--- src/rtl/muldiv_pkg.sv ---
// Shared multiply/divide op encodings (funct3 order) and unit-internal types.
// Decode and the issue queue import the MD_OP_* values alongside the ALU ops.
package muldiv_pkg;

    localparam int unsigned MD_OP_WIDTH = 3;

    localparam logic [MD_OP_WIDTH-1:0] MD_OP_MUL    = 3'd0;
    localparam logic [MD_OP_WIDTH-1:0] MD_OP_MULH   = 3'd1;
    localparam logic [MD_OP_WIDTH-1:0] MD_OP_MULHSU = 3'd2;
    localparam logic [MD_OP_WIDTH-1:0] MD_OP_MULHU  = 3'd3;
    localparam logic [MD_OP_WIDTH-1:0] MD_OP_DIV    = 3'd4;
    localparam logic [MD_OP_WIDTH-1:0] MD_OP_DIVU   = 3'd5;
    localparam logic [MD_OP_WIDTH-1:0] MD_OP_REM    = 3'd6;
    localparam logic [MD_OP_WIDTH-1:0] MD_OP_REMU   = 3'd7;

    typedef enum logic [1:0] {
        StIdle,
        StCalc,
        StDone
    } md_state_e;

    typedef enum logic {
        ModeMul,
        ModeDiv
    } md_mode_e;

    function automatic logic md_is_div(input logic [MD_OP_WIDTH-1:0] op);
        return op[2];
    endfunction

    function automatic logic md_is_rem(input logic [MD_OP_WIDTH-1:0] op);
        return op[2] & op[1];
    endfunction

    function automatic logic md_op1_signed(input logic [MD_OP_WIDTH-1:0] op);
        return !(op == MD_OP_MULHU || op == MD_OP_DIVU || op == MD_OP_REMU);
    endfunction

    function automatic logic md_op2_signed(input logic [MD_OP_WIDTH-1:0] op);
        return (op == MD_OP_MUL || op == MD_OP_MULH || op == MD_OP_DIV || op == MD_OP_REM);
    endfunction

endpackage

--- src/rtl/muldiv_step.sv ---
// One iteration of the shift-add multiplier or restoring divider, purely combinational.
// Divide packs {partial remainder, dividend/quotient} into the same 2*XLEN accumulator.
module muldiv_step
    import muldiv_pkg::*;
#(
    parameter int unsigned XLEN = 32
) (
    input  md_mode_e          mode,
    input  logic [2*XLEN-1:0] acc,
    input  logic [XLEN-1:0]   opnd,
    output logic [2*XLEN-1:0] acc_next,
    output logic              q_bit
);

    logic [XLEN:0]   mul_sum;
    logic [XLEN:0]   div_shift;
    logic [XLEN:0]   div_diff;
    logic [XLEN-1:0] div_rem;
    logic            div_ok;

    // Multiply: add multiplicand into the high half when the multiplier LSB is set, then shift.
    assign mul_sum = {1'b0, acc[2*XLEN-1:XLEN]} + (acc[0] ? {1'b0, opnd} : '0);

    // Divide: trial subtraction on the XLEN+1-bit shifted partial remainder.
    assign div_shift = acc[2*XLEN-1:XLEN-1];
    assign div_diff  = div_shift - {1'b0, opnd};
    assign div_ok    = !div_diff[XLEN];
    assign div_rem   = div_ok ? div_diff[XLEN-1:0] : div_shift[XLEN-1:0];

    always_comb begin
        acc_next = '0;
        q_bit    = 1'b0;
        unique case (mode)
            ModeMul: begin
                acc_next = {mul_sum, acc[XLEN-1:1]};
            end
            ModeDiv: begin
                // LSB is left vacant for the quotient bit.
                acc_next = {div_rem, acc[XLEN-2:0], 1'b0};
                q_bit    = div_ok;
            end
            default: begin
                acc_next = acc;
            end
        endcase
    end

endmodule

--- src/rtl/muldiv_unit.sv ---
// Iterative RV32M/RV64M multiply/divide unit: one bit per cycle, valid/ready in and out,
// ROB tag carried through, kill drops any in-flight or pending result.
module muldiv_unit
    import muldiv_pkg::*;
#(
    parameter int unsigned XLEN  = 32,
    parameter int unsigned TAG_W = 6
) (
    input  logic                   clk,
    input  logic                   reset,
    input  logic                   in_valid,
    output logic                   in_ready,
    input  logic [MD_OP_WIDTH-1:0] in_op,
    input  logic [XLEN-1:0]        in1,
    input  logic [XLEN-1:0]        in2,
    input  logic [TAG_W-1:0]       in_tag,
    input  logic                   kill,
    output logic                   out_valid,
    input  logic                   out_ready,
    output logic [XLEN-1:0]        out_data,
    output logic [TAG_W-1:0]       out_tag
);

    localparam int unsigned CntW = $clog2(XLEN);

    md_state_e              state_q, state_d;
    logic [MD_OP_WIDTH-1:0] op_q, op_d;
    logic [TAG_W-1:0]       tag_q, tag_d;
    logic [CntW-1:0]        cnt_q, cnt_d;
    logic [2*XLEN-1:0]      acc_q, acc_d;
    logic [XLEN-1:0]        opnd_q, opnd_d;
    logic                   s1_q, s1_d;
    logic                   s2_q, s2_d;
    logic [XLEN-1:0]        out_data_q, out_data_d;
    logic [TAG_W-1:0]       out_tag_q, out_tag_d;

    // Accept-side decode of the incoming request.
    logic            neg1, neg2;
    logic [XLEN-1:0] mag1, mag2;
    logic            div_zero, div_ovf;
    logic [XLEN-1:0] special_res;

    assign neg1 = md_op1_signed(in_op) & in1[XLEN-1];
    assign neg2 = md_op2_signed(in_op) & in2[XLEN-1];
    assign mag1 = neg1 ? -in1 : in1;
    assign mag2 = neg2 ? -in2 : in2;

    assign div_zero = md_is_div(in_op) && (in2 == '0);
    assign div_ovf  = (in_op == MD_OP_DIV || in_op == MD_OP_REM)
                      && (in1 == {1'b1, {(XLEN-1){1'b0}}}) && (in2 == '1);

    always_comb begin
        special_res = '0;
        if (div_zero) begin
            special_res = md_is_rem(in_op) ? in1 : '1;
        end else if (div_ovf) begin
            special_res = md_is_rem(in_op) ? '0 : in1;
        end
    end

    // Iteration datapath.
    md_mode_e          step_mode;
    logic [2*XLEN-1:0] step_next;
    logic              step_q_bit;
    logic [2*XLEN-1:0] step_acc;

    assign step_mode = md_is_div(op_q) ? ModeDiv : ModeMul;

    muldiv_step #(
        .XLEN(XLEN)
    ) u_step (
        .mode    (step_mode),
        .acc     (acc_q),
        .opnd    (opnd_q),
        .acc_next(step_next),
        .q_bit   (step_q_bit)
    );

    // Quotient bit enters the vacated LSB; it is always 0 in multiply mode.
    assign step_acc = {step_next[2*XLEN-1:1], step_next[0] | step_q_bit};

    // Final sign fix-up applied on the CALC->DONE transition.
    logic [2*XLEN-1:0] prod_fix;
    logic [XLEN-1:0]   quo, rem;
    logic [XLEN-1:0]   final_res;

    assign prod_fix = (s1_q ^ s2_q) ? -step_acc : step_acc;
    assign quo      = step_acc[XLEN-1:0];
    assign rem      = step_acc[2*XLEN-1:XLEN];

    always_comb begin
        final_res = '0;
        unique case (op_q)
            MD_OP_MUL:                           final_res = prod_fix[XLEN-1:0];
            MD_OP_MULH, MD_OP_MULHSU, MD_OP_MULHU: final_res = prod_fix[2*XLEN-1:XLEN];
            MD_OP_DIV, MD_OP_DIVU:               final_res = (s1_q ^ s2_q) ? -quo : quo;
            MD_OP_REM, MD_OP_REMU:               final_res = s1_q ? -rem : rem;
            default:                             final_res = '0;
        endcase
    end

    always_comb begin
        state_d    = state_q;
        op_d       = op_q;
        tag_d      = tag_q;
        cnt_d      = cnt_q;
        acc_d      = acc_q;
        opnd_d     = opnd_q;
        s1_d       = s1_q;
        s2_d       = s2_q;
        out_data_d = out_data_q;
        out_tag_d  = out_tag_q;

        if (kill) begin
            state_d = StIdle;
        end else begin
            unique case (state_q)
                StIdle: begin
                    if (in_valid) begin
                        op_d  = in_op;
                        tag_d = in_tag;
                        s1_d  = neg1;
                        s2_d  = neg2;
                        if (div_zero || div_ovf) begin
                            state_d    = StDone;
                            out_data_d = special_res;
                            out_tag_d  = in_tag;
                        end else begin
                            state_d = StCalc;
                            cnt_d   = CntW'(XLEN - 1);
                            if (md_is_div(in_op)) begin
                                acc_d  = {{XLEN{1'b0}}, mag1};
                                opnd_d = mag2;
                            end else begin
                                acc_d  = {{XLEN{1'b0}}, mag2};
                                opnd_d = mag1;
                            end
                        end
                    end
                end
                StCalc: begin
                    acc_d = step_acc;
                    cnt_d = cnt_q - CntW'(1);
                    if (cnt_q == '0) begin
                        state_d    = StDone;
                        out_data_d = final_res;
                        out_tag_d  = tag_q;
                    end
                end
                StDone: begin
                    if (out_ready) begin
                        state_d = StIdle;
                    end
                end
                default: begin
                    state_d = StIdle;
                end
            endcase
        end
    end

    always_ff @(posedge clk) begin
        if (reset) begin
            state_q    <= StIdle;
            op_q       <= '0;
            tag_q      <= '0;
            cnt_q      <= '0;
            acc_q      <= '0;
            opnd_q     <= '0;
            s1_q       <= 1'b0;
            s2_q       <= 1'b0;
            out_data_q <= '0;
            out_tag_q  <= '0;
        end else begin
            state_q    <= state_d;
            op_q       <= op_d;
            tag_q      <= tag_d;
            cnt_q      <= cnt_d;
            acc_q      <= acc_d;
            opnd_q     <= opnd_d;
            s1_q       <= s1_d;
            s2_q       <= s2_d;
            out_data_q <= out_data_d;
            out_tag_q  <= out_tag_d;
        end
    end

    assign in_ready  = (state_q == StIdle);
    assign out_valid = (state_q == StDone);
    assign out_data  = out_data_q;
    assign out_tag   = out_tag_q;

endmodule

--- config.mk ---
export PLATFORM = sky130hd
export DESIGN_NAME = muldiv_unit
export DESIGN_NICKNAME = d
export VERILOG_FILES = /design/src/rtl/muldiv_pkg.sv /design/src/rtl/muldiv_step.sv /design/src/rtl/muldiv_unit.sv
export SDC_FILE = /design/constraint.sdc
export NUM_CORES = 1
export LEC_CHECK = 0
export ABC_AREA = 1
export BUFFER_PORTS_ARGS = -buffer_cell sky130_fd_sc_hd__buf_2
export CORE_UTILIZATION = 55
export CTS_CLUSTER_SIZE = 40
export DETAILED_ROUTE_END_ITERATION = 7
export PLACE_DENSITY = 0.76
export SLEW_MARGIN = 20
export SYNTH_ARGS = -nofsm -noshare
export SYNTH_HDL_FRONTEND = slang
export SYNTH_SLANG_ARGS = --single-unit
--- constraint.sdc ---
create_clock -name clk -period 4.1 [get_ports clk]
set_clock_uncertainty 0.05 [all_clocks]
set_input_delay 0.82 -clock clk [delete_from_list [all_inputs] [get_ports clk]]
set_output_delay 0.82 -clock clk [all_outputs]
set_load 0.02 [all_outputs]
Yosys cells after proc, flatten, opt, wreduce, memory -nomap -nowiden
Cells that the tools add are included. W data, S select, Z words.

Shift operators: 0. Reductions and logical operators: 27. Order comparisons: 0. Multipliers: 0. Equal/unequal tests: 22. Div/mod/pow operators: 0. Add/subtract/negate cells: 8. Mux-type cells: 36. Bitwise logic cells: 8.

Operators with widths (count): $mux W32 (15); $pmux W64 S2 (2); $mux W64 (3); $neg A32 Y32 (4); $pmux W32 S4 (1); $eq A32 B32 Y1 const B (2); $neg A64 Y64 (1); $pmux W32 S2 (1); $add A32 B33 Y33 (1); $sub A33 B32 Y33 (1); $logic_not A32 Y1 (1); $eq A3 B3 Y1 const B (8); $mux W6 (3); $pmux W6 S2 (1); $mux W5 (2); $pmux W5 S2 (1); $eq A3 B2 Y1 const B (3); $mux W2 (4); $reduce_and A4 Y1 (2); $logic_or A1 B1 Y1 (7); $eq A3 B1 Y1 const B (2); $logic_not A3 Y1 (2); $ne A2 B2 Y1 const B (3); $pmux W2 S3 (1); other kinds (18) (30).

Bits of input ports: 78. Memories: 0. Bits in read-only memories: 0. RAM bits: 0. Output and inout bits: 40. Register bits: 152. Bits in latches: 0. Word-level logic and storage cells: 111.

Logic depth before layout (Yosys ltp)
Depth in word-level cells: 10. Gate-level depth with buffers: 36.

Hierarchy
Synthesis repeated with hierarchy kept, for this count alone.

Cell total of the unflattened synthesis: 3800. Area total of the unflattened synthesis: 19708.9 sq um.

Modules (own cells, without submodules): muldiv_unit (instances 1, sequential area each 3042.9 sq um, cells each 2491, area an instance 13477.9 sq um); muldiv_step (instances 1, sequential area each 0.0 sq um, cells each 1309, area an instance 6231.0 sq um).

Least setup slack after synthesis
Ideal clock, no wire load.

Path kind: reg-to-reg. Start: register acc_q[31]. End: register out_data_q[14] (netlist: out_data[14]). Data required time: 3918 ps. Path buffers: 1. Cell stages (with the launch flop): 34. Arrival time: 3812 ps. Setup time: 132 ps. Setup slack: 106 ps. Period minus slack after synthesis: 3994 ps. Path through: dfxtp_1 > inv_1 > ha_1 > inv_1 > fa_1 > nand2_1 > nand2_1 > nand3_1 > nand2_2 > nand2_2 > nand2_4 > nand2_4 > nand3_4 > nand3_2 > buf_4 > nand2_2 > inv_2 > ha_1 > nand3_1 > nor2_1 > nand4_1 > nor2_2 > nand4_1 > nor2_2 > nand4_2 > nor2_1 > nand2_1 > nand2_2 > o21ai_1 > xor2_1 > nand2_1 > nand3_1 > nand2_1 > a21oi_1.

Longest elaborated chain between the ends: 9. Elaborated cells between the ends (all ways): 15.

Ends and longest elaborated chain: start: declaration (RTL line muldiv_unit.sv:30) `logic [2*XLEN-1:0] acc_q, acc_d;`; start signal: assignment (RTL line muldiv_unit.sv:168) `acc_q <= '0;`; start signal: assignment (RTL line muldiv_unit.sv:179) `acc_q <= acc_d;`; $sub A33 B32 Y33 (RTL line muldiv_step.sv:26) `assign div_diff = div_shift - {1'b0, opnd};`; $logic_not A1 Y1 (RTL line muldiv_step.sv:27) `assign div_ok = !div_diff[XLEN];`; $mux W1 (RTL line muldiv_step.sv:33) `unique case (mode)`; $or A1 B1 Y1 (RTL line muldiv_unit.sv:80) `assign step_acc = {step_next[2*XLEN-1:1], step_next[0] | step_q_bit};`; $neg A64 Y64 or $neg A32 Y32 (tied branches) (RTL line muldiv_unit.sv:87, muldiv_unit.sv:96); $mux W64 or $mux W32 (tied branches) (RTL line muldiv_unit.sv:87, muldiv_unit.sv:96); $pmux W32 S4 (*) (RTL line muldiv_unit.sv:93) `unique case (op_q)`; $mux W32 (*) (RTL line muldiv_unit.sv:144) `if (cnt_q == '0) begin`; $pmux W32 S2 (*) (RTL line muldiv_unit.sv:117) `unique case (state_q)`; end signal: assignment (RTL line muldiv_unit.sv:183) `out_data_q <= out_data_d;`; end: declaration (RTL line muldiv_unit.sv:34) `logic [XLEN-1:0] out_data_q, out_data_d;`.

Every way passes the cells marked *; elsewhere a longest branch is shown, timed or not. The select of a mux whose other input is x is not followed. A chain may end at the register's enable or synchronous reset.

Worst setup path after layout
Start: register opnd_q[8]. End: register out_data_q[20] (netlist: out_data[20]).

Longest elaborated chain between the ends: 9. Elaborated cells between the ends (all ways): 17.

Ends and longest elaborated chain: start: declaration (RTL line muldiv_unit.sv:31) `logic [XLEN-1:0] opnd_q, opnd_d;`; start signal: assignment (RTL line muldiv_unit.sv:180) `opnd_q <= opnd_d;`; $sub A33 B32 Y33 (RTL line muldiv_step.sv:26); $logic_not A1 Y1 (RTL line muldiv_step.sv:27); $mux W1 (RTL line muldiv_step.sv:33); $or A1 B1 Y1 (RTL line muldiv_unit.sv:80); $neg A64 Y64 or $neg A32 Y32 (tied branches) (RTL line muldiv_unit.sv:87, muldiv_unit.sv:96); $mux W64 or $mux W32 (tied branches) (RTL line muldiv_unit.sv:87, muldiv_unit.sv:96); $pmux W32 S4 (*) (RTL line muldiv_unit.sv:93); $mux W32 (*) (RTL line muldiv_unit.sv:144); $pmux W32 S2 (*) (RTL line muldiv_unit.sv:117).

Marks and branches as above.

==> flow_summary.json <==
{
  "run_status": "finished with violations",
  "violations": "DRC",
  "rrSetupSlack_ns": 0.06,
  "final_layout_size_suffix_gt1_share_pct": 20.1,
  "setup_tns_ns": 0,
  "ios": 118,
  "grt_max_degree": 79,
  "die-area_um2": 34800,
  "relSlewSlack_pct": 30.3,
  "crit_slowest_cell": "xnor2_1",
  "antenna_found_initial": 4,
  "clock.fmax_mhz": 247,
  "gp_congestion": 1.14,
  "clkSinkCount": 152,
  "io_buffers": 117,
  "period_share_pct": 98.6,
  "fp.coreArea_um2": 33500,
  "critPathBufInv": 5,
  "fp.dieH_um": 187,
  "area_growth_pct": 23.1,
  "syn_area_um2": 18700,
  "hold_end": "cnt_q[0]$_SDFFE_PP0P_",
  "ys_seq_elements": 152,
  "dpl.hpwl_um": 69400,
  "yosysWarnings": 0,
  "syn-mean-instance-area_um2": 5.50,
  "critPathArrivalTime_ns": 4.29,
  "drc": 3,
  "r2r_cells": 25,
  "dr.pass1.iters": 8,
  "track_usage_pct": 49.5,
  "path_clk_slew_ns": 0.07,
  "rsz0062_at_grt": "true",
  "min_from": "cnt_q[0]$_SDFFE_PP0P_",
  "p_per_area_nw_per_um2": 254,
  "slowest_delay_ns": 0.60,
  "grt_pass1_vias": 23100,
  "r2r_end": "out_data[20]$_SDFFE_PP0P_",
  "grt_overflow": 0,
  "critPathTopFamily": "simple AND/OR/NAND/NOR gates",
  "floorplan.initialDensity_pct": 55.9,
  "path_class": "reg2reg",
  "row_count": 67,
  "slew_violations": 0,
  "synth_cell_types": 56,
  "maxCapViolCount": 0,
  "insertion_delay_ns": 0.46,
  "cp_num_cells": 25,
  "ant_nets": 0,
  "final_common_cell": "nand2_1",
  "worst_setup_path_start_kind": "flop",
  "syn-num-nets": 3554,
  "htree_levels": 4,
  "cp_data_required_time_ns": 4.34,
  "synth_ff_type": "dfxtp_1",
  "cts_tree": "yes",
  "wl_per_cell_um": 21.2,
  "routed_wl_um": 89000,
  "hold_viol_final": 0,
  "fin_hold_ws_ns": 0.409,
  "fillers": 3113,
  "synthArstFlopShare_pct": 0,
  "diodes": 0,
  "cts.path.max_buffers": 2,
  "setup_violations": 0,
  "peakVddDrop_mv": 0.426,
  "fin_nets": 3883,
  "ys_seq_area_share_pct": 16.2,
  "layout_common_cells": "nand2_1 (1,012), inv_1 (419), buf_4 (317)",
  "cts_root_buffer": "clkbuf_16",
  "hold_class": "reg2reg",
  "cts_made_buffers": 17,
  "drtIter0Drc": 3675,
  "via_per_inst": 6.07,
  "path_max_fanout": 3,
  "end_kind": "flop",
  "hold_path_depth": 1,
  "syn_inst": 3403,
  "reg2reg_from": "opnd_q[8]$_SDFFE_PP0P_",
  "worstMarginPinSlew_ns": 1.05,
  "period_needed_ns": 4.04,
  "vias": 25400,
  "synth_edf_count": 0,
  "grt_pass1_wl_um": 132000,
  "dieWidth_um": 187,
  "leakage_nw": 11.8,
  "crit_path_frequent_cell": "nand2_1"
}
==> worst register-to-register path: stages, from the launching register on <==
cell,delay (ns)
dfxtp_1,0.41
inv_1,0.07
ha_1,0.30
buf_4,0.16
nand2_1,0.12
inv_1,0.05
nand2_1,0.06
nand2_1,0.10
nand3b_1,0.34
xnor2_1,0.60
nand3_1,0.20
nand3_2,0.14
nand2_4,0.08
buf_4,0.16
nor2_8,0.14
nand2_4,0.08
nor2_2,0.13
nand2_1,0.12
inv_2,0.08
nand2_1,0.06
nand3_1,0.06
nand2_1,0.06
nand2_1,0.06
nand3_1,0.09
nand2_1,0.10
a21oi_1,0.07
==> sequential cells by signal, summed over array words and instances, names as in the netlist <==
signal	flops
out_data	32
s2_q	1
opnd_q	32
tag_q	6
out_tag	6
acc_q	64
state_q	2
cnt_q	5
op_q	3
s1_q	1
==> metal layers <==
metal | track usage (%) | vias up | routed length, µm
li1 | - | 11600 | -
met5 | 0 | - | 23
met4 | 40.3 | 4 | 8820
met3 | 15.1 | 491 | 11300
met2 | 75.0 | 1911 | 37100
met1 | 57.8 | 11400 | 31800
==> report_power, final <==
group          switching, mW  internal [mW]  total [mW]
clock                  0.797          0.820        1.62
combinational           1.77          0.840        2.61
sequential            0.0663           1.56        1.62
total                   2.64           3.21        5.85
==> what timing repair did <==
action                                  4_1_cts  5_1_grt
hold buffers                                  0        0
pin swaps                                     7       43
gates resized for setup                      10      154
endpoints found under the setup margin       10       30
setup buffers                                 8       19
==> cells in the mapped netlist (28+ instances only) <==
cell type | instances | area (µm²)
a21oi_1 | 233 | 1170
clkbuf_1 | 84 | 315
dfxtp_1 | 152 | 3040
ha_1 | 71 | 888
inv_1 | 432 | 1620
nand2_1 | 1031 | 3870
nand2_2 | 42 | 263
nand3_1 | 274 | 1370
nand4_1 | 45 | 282
nor2_1 | 312 | 1170
nor2_2 | 29 | 181
nor3_1 | 41 | 205
o21ai_0 | 249 | 1250
xnor2_1 | 28 | 245
xor2_1 | 76 | 666
==> how the worst max path moves through the flow <==
| stage | startpoint | endpoint | slack (ns) |
|---|---|---|---|
| 2_1_floorplan | acc_q[31]$_SDFFE_PP0P_ | out_data[14]$_SDFFE_PP0P_ | 0.11 |
| 3_3_place_gp | opnd_q[22]$_SDFFE_PP0P_ | out_data[2]$_SDFFE_PP0P_ | -0.08 |
| 3_5_place_dp | opnd_q[22]$_SDFFE_PP0P_ | out_data[2]$_SDFFE_PP0P_ | -0.16 |
| 4_1_cts | opnd_q[23]$_SDFFE_PP0P_ | out_data[12]$_SDFFE_PP0P_ | 0.004 |
| 5_1_grt | opnd_q[5]$_SDFFE_PP0P_ | out_data[26]$_SDFFE_PP0P_ | -0.13 |
| 6_report | opnd_q[8]$_SDFFE_PP0P_ | out_data[20]$_SDFFE_PP0P_ | 0.06 |
==> area by class of cell <==
cell class,count,area (µm²),share of cell area (%)
clock buffers,18,439,1.91
clock inverters,14,131,0.570
inverters,457,1730,7.50
multi-input cells,2664,14000,60.9
flip-flops and latches,152,3080,13.4
well taps,448,561,2.43
repair buffers,440,3070,13.3
==> through the flow <==
step	std cells	total power, mW	util [%]	instance area (µm²)	setup slack [ns]
detailed placement	4134	3.99	64.4	21600	-0.160
floorplan	3403	3.13	-	18700	0.106
global placement	4134	3.96	64.4	21600	-0.0813
finish	4193	5.85	68.7	23100	0.0562
CTS	4174	5.59	66.4	22300	0.00352
global route	4193	6.08	68.7	23100	-0.131
==> logic make-up after synthesis <==
| kind of cell | count (synthesis) | synth area share [%] |
|---|---|---|
| AND/OR/NAND/NOR | 1865 | 43.5 |
| XOR/XNOR | 104 | 4.86 |
| multiplexers | 3 | 0.160 |
| adder cells (fa/ha/maj) | 73 | 4.96 |
| AO/OA/AOI/OAI | 619 | 18.1 |
| flip-flops | 152 | 16.2 |
| buffers and inverters | 587 | 12.2 |
Note: power is estimated with default switching activity, not from simulation.
